==> src/rtl/key_count_scan_ctrl.sv <==
// key_count_scan_ctrl: debounced short/long key press driving a 2-digit BCD count
// with a time-multiplexed seven-segment display.
module key_count_scan_ctrl #(
    parameter int DEB_CYCLES  = 1000000,
    parameter int LONG_CYCLES = 50000000,
    parameter int SCAN_CYCLES = 50000
) (
    input  logic       clk,
    input  logic       reset_n,
    input  logic       key,
    output logic       key_state,
    output logic       short_pulse,
    output logic       long_pulse,
    output logic [3:0] Q,
    output logic [3:0] Q_tens,
    output logic       CO,
    output logic [1:0] seg_sel,
    output logic [6:0] codeout
);
    localparam int DW = $clog2(DEB_CYCLES + 1);
    localparam int LW = $clog2(LONG_CYCLES + 1);
    localparam int SW = $clog2(SCAN_CYCLES + 1);
    localparam logic [DW-1:0] DEB_LAST  = DW'(DEB_CYCLES - 1);
    localparam logic [LW-1:0] LONG_LAST = LW'(LONG_CYCLES - 1);
    localparam logic [SW-1:0] SCAN_LAST = SW'(SCAN_CYCLES - 1);

    typedef enum logic [1:0] {IDLE, HELD, LONG} state_t;

    logic [1:0]    r_sync;
    logic [DW-1:0] r_deb_cnt;
    logic [LW-1:0] r_hold;
    logic [SW-1:0] r_scan_cnt;
    state_t        r_state;
    logic [LW-1:0] w_hold_nxt;
    logic [3:0]    w_next_digit;
    logic [6:0]    w_next_seg;

    function automatic logic [6:0] seg7(input logic [3:0] d);
        case (d)
            4'd0:    seg7 = 7'h3F;
            4'd1:    seg7 = 7'h06;
            4'd2:    seg7 = 7'h5B;
            4'd3:    seg7 = 7'h4F;
            4'd4:    seg7 = 7'h66;
            4'd5:    seg7 = 7'h6D;
            4'd6:    seg7 = 7'h7D;
            4'd7:    seg7 = 7'h07;
            4'd8:    seg7 = 7'h7F;
            4'd9:    seg7 = 7'h6F;
            default: seg7 = 7'h00;
        endcase
    endfunction

    always_comb begin
        w_hold_nxt   = r_hold + 1'b1;
        // seg_sel bit0 high means tens is showing now, so ones comes next
        w_next_digit = seg_sel[0] ? Q : Q_tens;
        w_next_seg   = seg7(w_next_digit);
    end

    always_ff @(posedge clk) begin
        if (!reset_n) begin
            r_sync    <= 2'b11;
            r_deb_cnt <= '0;
            key_state <= 1'b1;
        end else begin
            r_sync <= {r_sync[0], key};
            if (r_sync[1] == key_state)
                r_deb_cnt <= '0;
            else if (r_deb_cnt == DEB_LAST) begin
                key_state <= r_sync[1];
                r_deb_cnt <= '0;
            end else
                r_deb_cnt <= r_deb_cnt + 1'b1;
        end
    end

    always_ff @(posedge clk) begin
        if (!reset_n) begin
            r_state     <= IDLE;
            r_hold      <= '0;
            short_pulse <= 1'b0;
            long_pulse  <= 1'b0;
            CO          <= 1'b0;
            Q           <= 4'd0;
            Q_tens      <= 4'd0;
        end else begin
            short_pulse <= 1'b0;
            long_pulse  <= 1'b0;
            CO          <= 1'b0;
            case (r_state)
                IDLE: if (!key_state) begin
                    r_state <= HELD;
                    r_hold  <= '0;
                end
                HELD: if (key_state) begin
                    short_pulse <= 1'b1;
                    r_state     <= IDLE;
                    Q           <= (Q == 4'd9) ? 4'd0 : Q + 4'd1;
                    if (Q == 4'd9) begin
                        Q_tens <= (Q_tens == 4'd9) ? 4'd0 : Q_tens + 4'd1;
                        CO     <= (Q_tens == 4'd9);
                    end
                end else if (w_hold_nxt == LONG_LAST) begin
                    long_pulse <= 1'b1;
                    Q          <= 4'd0;
                    Q_tens     <= 4'd0;
                    r_hold     <= '0;
                    r_state    <= LONG;
                end else
                    r_hold <= w_hold_nxt;
                LONG: if (key_state) r_state <= IDLE;
                default: r_state <= IDLE;
            endcase
        end
    end

    always_ff @(posedge clk) begin
        if (!reset_n) begin
            r_scan_cnt <= '0;
            seg_sel    <= 2'b10;
            codeout    <= 7'h3F;
        end else if (r_scan_cnt == SCAN_LAST) begin
            r_scan_cnt <= '0;
            seg_sel    <= ~seg_sel;
            codeout    <= w_next_seg;
        end else
            r_scan_cnt <= r_scan_cnt + 1'b1;
    end
endmodule

==> config.mk <==
export PLATFORM = sky130hd
export DESIGN_NAME = key_count_scan_ctrl
export DESIGN_NICKNAME = d
export VERILOG_FILES = /design/src/rtl/key_count_scan_ctrl.sv
export SDC_FILE = /design/constraint.sdc
export NUM_CORES = 1
export LEC_CHECK = 0
export BUFFER_PORTS_ARGS = -buffer_cell sky130_fd_sc_hd__buf_4
export CAP_MARGIN = 5
export CORE_ASPECT_RATIO = 1.75
export CORE_UTILIZATION = 38
export CTS_CLUSTER_SIZE = 25
export DETAILED_ROUTE_END_ITERATION = 16
export HOLD_SLACK_MARGIN = 0.05
export SYNTH_ARGS = -nofsm -noshare
export SYNTH_HDL_FRONTEND = slang
export SYNTH_SLANG_ARGS = --single-unit
==> constraint.sdc <==
create_clock -name clk -period 3.6 [get_ports clk]
set_input_delay 0.72 -clock clk [delete_from_list [all_inputs] [get_ports clk]]
set_output_delay 0.72 -clock clk [all_outputs]
set_load 0.05 [all_outputs]
After elaboration in Yosys (flattened, before gate mapping)
Memories as Yosys holds them, arrays and structs flattened. A register that Yosys moved wholly into a read port is not among the register bits.
Index checks and enable logic that the tools add are counted.
Word-level totals
  bits in registers: 80
  memory bits (read-only): 112
  input bits: 3
  output and inout port bits: 21
  word-level logic and storage cells: 67
  memories: 1
Memories
  (name not given): depth 16, width 7, rd ports 1, clocked after memory_dff 1, wr ports 0, RTL line 39  | case (d)
Operators by class
  $add $sub $neg: 5
  equal/unequal tests: 13
  muxes and demuxes: 18
  bitwise operators: 4
  reductions and logical operators: 14
Operators with widths (number)
  2-to-1 mux 26 bit: 3
  case mux 26 bit (2 select lines): 1
  2-to-1 mux 4 bit: 7
  adder 26 x 1 -> 26 bit, second input constant: 1
  equality test 26 bit, second input constant: 1
  adder 20 x 1 -> 20 bit, second input constant: 1
  equality test 20 bit, second input constant: 1
  adder 16 x 1 -> 16 bit, second input constant: 1
  equality test 16 bit, second input constant: 1
  AND reduction 3 bit: 3
  adder 4 x 1 -> 4 bit, second input constant: 2
  equality test 4 bit, second input constant: 2
  2-to-1 mux 2 bit: 4
  inequality test 2 bit, second input constant: 3
  case mux 2 bit (3 select lines): 1
  AND reduction 2 bit: 3
  OR reduction 3 bit: 2
  AND reduction 4 bit: 1
  nonzero test 2 bit: 2
  inequality test 3 bit, second input constant: 1
  NOT 1 bit: 3
  equality test 2 x 1 -> 1 bit, second input constant: 1
  equality test 2 bit, second input constant: 1
  logical NOT 2 bit: 1
  6 further kinds: 7

Depth between registers and ports, before layout
  word-level depth: 5
  gate-level depth with buffers: 11
  depth with buffers taken out: 10

Worst setup path after synthesis
OpenSTA, ideal clock, no wires.
  path type: flip-flop to flip-flop
  start: reg r_hold[1]
  end: reg Q_tens[2]
  setup time: 0.117 ns
  arrival time: 2.774 ns
  required time: 3.483 ns
  slack: 0.709 ns
  stages on the path, launching flop included: 10
  path buffers: 0
  clock period less this slack: 2.891 ns
  cells stage by stage: dfxtp_1 ha_1 nand3_2 nor2_1 xnor2_1 a31oi_1 or4_2 nor4_2 a21oi_1 a32o_1
On the way
  cells in the longest elaborated chain, start to end: 4
RTL lines
  start, declared: RTL line 31  | logic [LW-1:0] r_hold;
  start signal, assigned: RTL line 111  | r_hold <= w_hold_nxt;
  adder 26 x 1 -> 26 bit: RTL line 55  | w_hold_nxt = r_hold + 1'b1;
  equality test 26 bit: RTL line 104  | end else if (w_hold_nxt == LONG_LAST) begin
  nonzero test 2 bit (no line)
  AND reduction 3 bit (no line)
  end signal, assigned: RTL line 101  | Q_tens <= (Q_tens == 4'd9) ? 4'd0 : Q_tens + 4'd1;
  end, declared: RTL line 15  | output logic [3:0] Q_tens,
No other way between the ends.
A chain may end at the register's enable or synchronous reset.

Worst setup path in the final report
  start: reg r_hold[1]
  end: reg r_hold[2]
On the way
  cells in the longest elaborated chain, start to end: 5
RTL lines
  adder 26 x 1 -> 26 bit (*): RTL line 55
  equality test 26 bit: RTL line 104
  2-to-1 mux 26 bit (*): RTL line 104
  2-to-1 mux 26 bit (*): RTL line 96  | HELD: if (key_state) begin
  case mux 26 bit (2 select lines) (*): RTL line 91  | case (r_state)
Mark *: on every way between the ends. The rest lies on a longest branch, timed or not. The select of a mux whose other input is x is not followed.

==> impl_metrics.yaml <==
clock_network:
  cts_buffers: 9
  clock_path_buffers: 2
  post_cts_buffers: 0
  clock-root-buffer: "clkbuf_16"
  clk_transition_reported_paths_ns: 0.07
  cts_tree: "yes"
  cts-htree-levels: 3
  cts_sinks: 87
  insertion_delay_ns: 0.35
  cts_resized: 0
  cts_hold_buf: 0
logic_synthesis:
  ys_seq_area_frac: 0.385
  async_reset_ff_frac: 0
  yosysWarningCount: 0
  synth_seq_cells: 87
  synth_largest_area_cell: "dfxtp_1"
  yosysTopAreaCellShare: 0.385
  synth_edf_count: 0
  syn_inst: 522
  syn_area_per_cell_sq_um: 8.66
  synth_area_sq_mm: 0.00452
  synth_flop_cell: "dfxtp_1"
  synth.area.top_cells: "dfxtp_1, xor2_1, nor2_1"
  synth.distinct_cells: 71
  syn_nets: 539
finish:
  nNetsFinal: 558
  area_growth_pct: 11.9
  final_common_cell: "dfxtp_1"
  diodes: 0
  layout-drive-gt1-share: 0.132
  fill_cells: 1144
  layout_common_cells: "dfxtp_1, nor2_1, nand2_1"
routing:
  first_pass_iters: 4
  drtIter0Drc: 183
  antenna_left: 0
  drt-total-wl_um: 10300
  vias: 3749
  vias_per_cell: 5.51
  wl_per_cell_um: 15.1
  drcViolationCount: 0
placement:
  port_buffers: 23
  place.gp.congestion: 0.841
  place_hpwl_um: 7600
timing:
  finClkSkew_ns: 0.00848
  slew_viol_final: 0
  slew-limit-headroom: 0.506
  fin_crit_ns: 3.40
  tightest_slew_ns: 0.720
  fmax_ghz: 0.294
  final_hold_viol_count: 0
  setup_viol: 0
  finalSetupTns_ns: 0
  rsz0062_at_grt: "no"
  finalCritPeriodShare: 0.944
worst_setup_path:
  cp-startpoint: "r_hold[1]"
  reg2reg_depth: 9
  worstReg2RegStart: "r_hold[1]"
  reg2reg_setup_slack_ns: 0.20
  end_kind: "flop"
  worst-setup-path-type: "flop to flop"
  crit_arrival_ns: 3.63
  path_max_fanout: 18
  r2r-end: "r_hold[2]"
  endpoint: "r_hold[2]"
  startpoint_type: "flop"
  required_ns: 3.83
global_route:
  grt_pass1_vias: 3632
  grt_max_degree: 21
  antenna_found_initial: 0
  grt_pass1_wl_um: 17200
  grt_remaining_overflow: 0
  grtUsageTotal: 0.175
floorplanning:
  die_h_um: 146
  fp.dieW_um: 84.4
  ios: 24
  coreArea_sq_mm: 0.0116
  die-area_sq_mm: 0.0123
  initial_core_util: 0.390
  rows: 52
power_and_ir_drop:
  p_per_area_mw_per_mm2: 392
  p_leak_uw: 0.00188
  finalPower_uw: 1980
  ir_drop_mv: 0.249
flow_run:
  cap_violations: 0
worst_hold_path:
  hp-class: "flop to flop"
status:
  status: "complete, no violations"
## report_power, final
group / switching (uW) / internal, uW
clock: 406 / 477
combinational: 73.4 / 41.7
sequential: 12.8 / 971
total: 492 / 1490
## flip-flops by register name, indices dropped and copies added (netlist names), 2 cells and up
name	flops
codeout	7
Q	4
r_state	2
r_deb_cnt	20
seg_sel	2
r_sync	2
r_hold	26
r_scan_cnt	16
Q_tens	4
## critical path: stages (launching register included)
cell	delay [ns]
dfxtp_1	0.42
ha_1	0.18
nand4_1	0.20
nor4_1	0.47
o2111ai_1	0.27
or3_1	0.44
or4_4	0.45
o211ai_4	0.46
o22ai_1	0.16
a22o_1	0.22
## per-layer routing
metal	up-vias	routed length [um]	track usage
met5	-	0	0
met4	0	472	0.114
met3	28	267	0.0271
met2	71	5440	0.324
met1	1765	4080	0.179
li1	1885	-	-
## final cells by class
type / count / area [sq um] / area share
clock inverter: 7 / 55.1 / 0.0109
sequential: 87 / 1740 / 0.344
multi-input combinational: 398 / 2590 / 0.513
tap: 135 / 169 / 0.0334
clock buffer: 9 / 225 / 0.0445
inverter: 18 / 67.6 / 0.0134
timing repair buffer: 27 / 203 / 0.0401
## cell usage after synthesis (all sizes together) (8+ instances only)
| master | count |
|---|---|
| ha | 14 |
| nand3 | 35 |
| clkbuf | 11 |
| xnor2 | 22 |
| a21oi | 24 |
| xor2 | 29 |
| inv | 18 |
| nor2 | 66 |
| nor4 | 12 |
| nand4 | 11 |
| buf | 8 |
| and3 | 15 |
| nand2 | 48 |
| or3 | 12 |
| o21ai | 21 |
| dfxtp | 87 |
## kinds of logic after synthesis
family	after synthesis	synth area share
and+or+nand+nor	239	0.290
muxes	6	0.0136
xor gates and xnor gates	51	0.101
AOI/OAI and AO/OA	88	0.130
buffers and inverters	37	0.0418
DFF	87	0.385
adders and majority gates	14	0.0388
## how the worst min path moves through the flow
stage | cells past startpoint | slack, ns | start | to
after global placement | 1 | 0.40 | r_sync[0] | r_sync[1]
after CTS | 1 | 0.42 | r_sync[0] | r_sync[1]
after global routing | 1 | 0.45 | r_sync[0] | r_sync[1]
after floorplan | 1 | 0.39 | r_sync[0] | r_sync[1]
final | 1 | 0.42 | r_sync[0] | r_sync[1]
after detailed placement | 1 | 0.40 | r_sync[0] | r_sync[1]
## through the flow
step / util / setup slack (ns) / cells / cell area, sq um / hold slack, ns
floorplan: - / 0.709 / 522 / 4520 / 0.386
global placement: 0.412 / 0.227 / 665 / 4770 / 0.397
detailed placement: 0.412 / 0.210 / 665 / 4770 / 0.402
CTS: 0.436 / 0.185 / 681 / 5050 / 0.417
global route: 0.437 / 0.0298 / 681 / 5060 / 0.449
finish: 0.437 / 0.200 / 681 / 5060 / 0.416
(Power assumes the default switching activity.)
